==> src/rtl/mean_pkg.sv <==
// Shared mode encodings and sizing helpers for the mean_window_stream block.
package mean_pkg;

    localparam int MODE_BLOCK    = 0;
    localparam int MODE_SLIDING  = 1;
    localparam int ROUND_TRUNC   = 0;
    localparam int ROUND_HALF_UP = 1;

    // Accumulator width: N samples of DATA_W bits can never exceed DATA_W+LOG2_N bits.
    function automatic int acc_w(input int data_w, input int log2_n);
        return data_w + log2_n;
    endfunction

endpackage

==> src/rtl/sample_window.sv <==
// N-entry circular sample buffer: one write port, combinational read of the
// entry at the write pointer, which is the oldest sample once the window is full.
module sample_window #(
    parameter int DATA_W = 16,
    parameter int LOG2_N = 3
) (
    input  logic              clk,
    input  logic              wr_en,
    input  logic [LOG2_N-1:0] wr_ptr,
    input  logic [DATA_W-1:0] wr_data,
    output logic [DATA_W-1:0] rd_data
);

    localparam int N = 1 << LOG2_N;

    logic [DATA_W-1:0] mem_q [N];

    // Store the accepted sample; contents are never cleared, fill gates their use.
    always_ff @(posedge clk) begin
        if (wr_en) begin
            mem_q[wr_ptr] <= wr_data;
        end
    end

    assign rd_data = mem_q[wr_ptr];

endmodule

==> src/rtl/mean_window_stream.sv <==
// Streaming mean over a window of N = 2^LOG2_N unsigned samples, either as
// non-overlapping blocks or as a moving window, with one-cycle result latency.
module mean_window_stream
    import mean_pkg::*;
#(
    parameter int DATA_W  = 16,
    parameter int LOG2_N  = 3,
    parameter int SLIDING = MODE_BLOCK,
    parameter int ROUND   = ROUND_TRUNC
) (
    input  logic              clk,
    input  logic              rst,
    input  logic              clear,
    input  logic              in_valid,
    input  logic [DATA_W-1:0] in_data,
    output logic              out_valid,
    output logic [DATA_W-1:0] out_data,
    output logic [LOG2_N:0]   fill
);

    localparam int N  = 1 << LOG2_N;
    localparam int AW = acc_w(DATA_W, LOG2_N);

    localparam logic [AW-1:0]   HALF      = AW'(N / 2);
    localparam logic [LOG2_N:0] FILL_FULL = (LOG2_N + 1)'(N);
    localparam logic [LOG2_N:0] FILL_LAST = (LOG2_N + 1)'(N - 1);

    if (LOG2_N < 1 || LOG2_N > 6) begin : g_bad_log2_n
        $error("mean_window_stream: LOG2_N must be in 1..6");
    end
    if (SLIDING != MODE_BLOCK && SLIDING != MODE_SLIDING) begin : g_bad_sliding
        $error("mean_window_stream: SLIDING must be 0 or 1");
    end
    if (ROUND != ROUND_TRUNC && ROUND != ROUND_HALF_UP) begin : g_bad_round
        $error("mean_window_stream: ROUND must be 0 or 1");
    end

    logic [AW-1:0]     sum_q, sum_d, sum_next;
    logic [LOG2_N:0]   fill_q, fill_d;
    logic [LOG2_N-1:0] wptr_q, wptr_d;
    logic              out_valid_q, out_valid_d;
    logic [DATA_W-1:0] out_data_q, out_data_d;
    logic [DATA_W-1:0] oldest;

    // Rounded sum cannot exceed AW bits: max sum is 2^AW - N, plus N/2.
    function automatic logic [DATA_W-1:0] mean_of(input logic [AW-1:0] s);
        logic [AW-1:0] r;
        r = (ROUND == ROUND_HALF_UP) ? s + HALF : s;
        return DATA_W'(r >> LOG2_N);
    endfunction

    if (SLIDING == MODE_SLIDING) begin : g_window
        logic win_we;
        assign win_we = in_valid && !clear && !rst;
        sample_window #(
            .DATA_W (DATA_W),
            .LOG2_N (LOG2_N)
        ) u_window (
            .clk     (clk),
            .wr_en   (win_we),
            .wr_ptr  (wptr_q),
            .wr_data (in_data),
            .rd_data (oldest)
        );
    end else begin : g_no_window
        assign oldest = '0;
    end

    // Next-state: clear flushes, otherwise an accepted sample updates sum/fill
    // and raises a result pulse when a window completes.
    always_comb begin
        sum_d       = sum_q;
        fill_d      = fill_q;
        wptr_d      = wptr_q;
        out_valid_d = 1'b0;
        out_data_d  = out_data_q;
        sum_next    = '0;
        if (clear) begin
            sum_d  = '0;
            fill_d = '0;
            wptr_d = '0;
        end else if (in_valid) begin
            if (SLIDING == MODE_SLIDING) begin
                // Oldest sample is still inside sum_q, so the modular subtract is exact.
                wptr_d = wptr_q + 1'b1;
                if (fill_q == FILL_FULL) begin
                    sum_next = sum_q + AW'(in_data) - AW'(oldest);
                end else begin
                    sum_next = sum_q + AW'(in_data);
                    fill_d   = fill_q + 1'b1;
                end
                sum_d = sum_next;
                if (fill_q >= FILL_LAST) begin
                    out_valid_d = 1'b1;
                    out_data_d  = mean_of(sum_next);
                end
            end else begin
                sum_next = sum_q + AW'(in_data);
                if (fill_q == FILL_LAST) begin
                    sum_d       = '0;
                    fill_d      = '0;
                    out_valid_d = 1'b1;
                    out_data_d  = mean_of(sum_next);
                end else begin
                    sum_d  = sum_next;
                    fill_d = fill_q + 1'b1;
                end
            end
        end
    end

    // State registers with synchronous reset overriding clear and in_valid.
    always_ff @(posedge clk) begin
        if (rst) begin
            sum_q       <= '0;
            fill_q      <= '0;
            wptr_q      <= '0;
            out_valid_q <= 1'b0;
            out_data_q  <= '0;
        end else begin
            sum_q       <= sum_d;
            fill_q      <= fill_d;
            wptr_q      <= wptr_d;
            out_valid_q <= out_valid_d;
            out_data_q  <= out_data_d;
        end
    end

    assign out_valid = out_valid_q;
    assign out_data  = out_data_q;
    assign fill      = fill_q;

endmodule
==> config.mk <==
export PLATFORM = sky130hd
export DESIGN_NAME = mean_window_stream
export DESIGN_NICKNAME = d
export VERILOG_FILES = /design/src/rtl/mean_pkg.sv /design/src/rtl/sample_window.sv /design/src/rtl/mean_window_stream.sv
export SDC_FILE = /design/constraint.sdc
export NUM_CORES = 1
export LEC_CHECK = 0
export ABC_AREA = 1
export CAP_MARGIN = 15
export CORE_MARGIN = 10
export CORE_UTILIZATION = 58
export DETAILED_ROUTE_END_ITERATION = 8
export PLACE_DENSITY = 0.93
export SETUP_SLACK_MARGIN = 0.15
export SYNTH_ARGS = -nofsm -noshare
export SYNTH_HDL_FRONTEND = slang
export SYNTH_SLANG_ARGS = --single-unit
==> constraint.sdc <==
create_clock -name clk -period 3.2 [get_ports clk]
set_clock_uncertainty 0.1 [all_clocks]
set_input_delay 0.48 -clock clk [delete_from_list [all_inputs] [get_ports clk]]
set_output_delay 0.48 -clock clk [all_outputs]
set_load 0.01 [all_outputs]
==> summary.md <==
| Metric | Value |
|---|---|
| GRT Overall Usage | `roughly 18%` |
| Reg area | `800.8 um^2` |
| GRT overflow | `0` |
| Die X | `approximately 87 um` |
| Initial core utilization | `59.55%` |
| Status | `finished, final reports clean` |
| Worst Path Class, Setup | `in -> reg` |
| Share of the synthesized area in the top cell type | `31.10%` |
| Setup violators final | `0` |
| Layout Nets | `479` |
| Fillers | `about 380` |
| Slew Limit Fails | `0` |
| Rows | `24` |
| First-pass GRT wire length | `10840 um` |
| Antenna cells | `0` |
| Power density cells | `approximately 360 mW/mm^2` |
| Min-Delay Path Class | `reg -> reg` |
| Die Y | `between 80 and 90 um` |
| Synth area leader | `dfxtp_1` |
| TritonCTS Sinks | `40` |
| Relative slew margins | `68.05%` |
| Full die area | `between 0.007 and 0.008 mm^2` |
| Post-route ant nets | `0` |
| Critical Path RT | `roughly 3300 ps` |
| Worst setup SP type | `primary input` |
| Synth Warn # | `0` |
| Layout area overhead | `20.99%` |
| WP data arrival | `roughly 2500 ps` |
| Crit share post-route | `between 70% and 80%` |
| Clock root buffer master | `clkbuf_8` |
| CP Capture Type | `flip-flop` |
| RSZ-0062 raised after global routing | `false` |
| CTS Buf Count | `5` |
| Synth Area per Inst | `approximately 6.5 um^2` |
| Final std cells w/o fill | `494` |
| Slew @ Worst Pin | `between 400 and 500 ps` |
| Syn Nets | `approximately 440` |
| Post-Synthesis Cells | `approximately 400` |
| Routed wire per std cell | `13.09 um` |
| Number of max-cap violations | `0` |
| Final setup TNS | `0 ps` |
| Placed insts | `slightly below 500` |
| Max frequency | `417.8 MHz` |
| Initial DRC Count | `229` |
| Post-Route WL | `6467 um` |
| Final Hold Violating Endpoints | `0` |
| Buf/Inv on CP | `2` |
| Critical Path Max Stage Delay | `around 430 ps` |
| CTS clk-pin slew, worst paths | `~80 ps` |
| Worst vdd ir | `around 0.23 mV` |
| Post-CTS setup buffer count | `0` |
| Area of the mapped netlist | `approximately 0.0026 mm^2` |
| Antenna violations before repair | `0` |
| Largest net degree at the start of global routing | `28` |
| Met2 wire length | `about 3000 um` |
| Cts hold-fix bufs | `0` |
| Core area | `around 0.0043 mm^2` |
| Resize count post-CTS | `0` |
| Top Family by Delay on Critical Path | `adder cells` |
| DR DRC count | `0` |
| Multi-input gate area | `around 0.0015 mm^2` |
| Sequential-to-total area share from yosys stat | `a little under a third` |
| Cell breakdown of the critical path | `clkdlybuf4s50_1 -> ha_1 -> fa_1 -> nand3_1 -> nand3_1 -> nand2_1 -> nand2_1 -> a21oi_1 -> inv_1 -> nand2_1 -> nand3_1 -> a21oi_1` |
| H-tree levels | `2` |
| I/O pin total | `41` |
| Vias in the first global route | `about 2500` |
| Distinct cells, synth | `29` |
| Routability cong. | `between 0.8 and 0.9` |
| Worst slack at placement | `~530 ps` |
| Clk Latency, worst-skew pair | `around 300 ps` |
| Post-synthesis register bit count | `40` |
| Met3 wire length | `433 um` |
| IO Port Bufs | `40` |
| P_leak | `between 1.5 and 2 nW` |
| CTS tree | `done` |
| 1st-pass router iterations | `4` |
| Vias post-DR | `between 2000 and 3000` |
| M1 wire length | `about 2900 um` |
| Synth area leaders | `dfxtp_1 (31%), nand2_1 (19%), ha_1 (8.3%)` |
| Highest metal used | `met4` |
| Min Tclk post-route | `2394 ps` |
| HPWL Detailed | `5044 um` |
| CP max stage cell | `fa_1` |
| Clock Tree Buf Depth | `2` |
| Share of cells above drive strength 1 | `roughly 6.1%` |
| PnR worst setup slack | `between 800 and 900 ps` |
| Via/cell ratio | `around 5.3` |
| Top fanout value on the critical path | `3` |
-- cell usage in the layout (no fill, tap or decap), types with 7 or more instances in the layout --
cell type,Yosys,layout
a21oi_1,35,35
inv_1,51,51
ha_1,17,17
nand3_1,30,30
xor2_1,7,7
o21ai_0,10,10
dfxtp_1,40,40
clkdlybuf4s50_1,0,40
nor2_1,35,35
nand2_1,133,133
-- kinds of logic (layout without fill, tap and decap cells) --
| group | count (synthesis) | in the layout | synth area share [%] |
|---|---|---|---|
| adders and majority gates | 18 | 18 | 9.038 |
| buffers and inverters | 63 | 106 | 10.64 |
| DFF | 40 | 40 | 31.10 |
| AOI/OAI and AO/OA | 54 | 54 | 11.27 |
| xor gates and xnor gates | 7 | 7 | 2.381 |
| and+or+nand+nor | 217 | 217 | 35.57 |
-- power by group --
group | internal, W | total, W | switching, W
clock | 0.000231 | 0.000424 | 0.000193
sequential | 0.000507 | 0.000513 | 0.00000627
combinational | 0.0000780 | 0.000198 | 0.000120
total | 0.000816 | 0.00114 | 0.000320
-- layer usage --
layer	GRT usage, %	vias to the layer above
met5	0	-
met1	20.39	1192
met4	6.627	0
met2	29.40	69
met3	5.253	16
li1	-	1341
-- flip-flops by register name, indices dropped and copies added (netlist names) --
register / cells
fill: 4
out_data: 16
out_valid: 1
sum_q: 19
-- layout make-up --
type	instances	share of cell area (%)
multi-input combinational	296	48.15
sequential	40	25.70
timing repair buffer	44	13.82
inverter	54	6.667
clock buffer	5	2.209
tap	52	2.088
clock inverter	3	1.365
-- path summary, 6_finish.rpt --
kind                            slack [ps]                endpoint                   from  cells after the start
worst min register to register         380   sum_q[7]$_SDFFE_PP0P_  sum_q[7]$_SDFFE_PP0P_                      2
worst min-delay path                   380   sum_q[7]$_SDFFE_PP0P_  sum_q[7]$_SDFFE_PP0P_                      2
worst max-delay path                   810  sum_q[12]$_SDFFE_PP0P_             in_data[0]                     12
worst max register to register        1090  sum_q[12]$_SDFFE_PP0P_  sum_q[0]$_SDFFE_PP0P_                     11
-- cell usage after synthesis --
cell type / number
a21o_1: 2
a21o_2: 2
a21oi_1: 35
and2_1: 2
buf_12: 1
buf_2: 1
buf_6: 2
clkbuf_1: 5
dfxtp_1: 40
fa_1: 1
ha_1: 17
inv_1: 51
inv_2: 2
inv_6: 1
nand2_1: 133
nand2_4: 1
nand3_1: 30
nand3b_1: 2
nor2_1: 35
nor2_2: 4
nor2_4: 1
nor3_1: 5
nor3_4: 1
o211ai_1: 1
o21ai_0: 10
o21ai_1: 2
o21bai_1: 2
or2_2: 3
xor2_1: 7
-- stage by stage --
| stage | utilization (%) | power (W) | hold WS, ps | instance area [um^2] |
|---|---|---|---|---|
| after CTS | 72.05 | 0.001132 | 375.4 | 3115 |
| after global routing | 72.05 | 0.001181 | 395.2 | 3115 |
| after floorplan | - | 0.0006538 | 349.1 | 2575 |
| after global placement | 69.47 | 0.0007140 | 354.5 | 3004 |
| after detailed placement | 69.47 | 0.0007178 | 363.0 | 3004 |
| final | 72.05 | 0.001136 | 376.1 | 3115 |
-- worst min-delay path, cell delays in order (launching register included) --
cell and delay (ps):
dfxtp_1 320, nand2_1 60, a21oi_1 50
(Power assumes the default switching activity.)
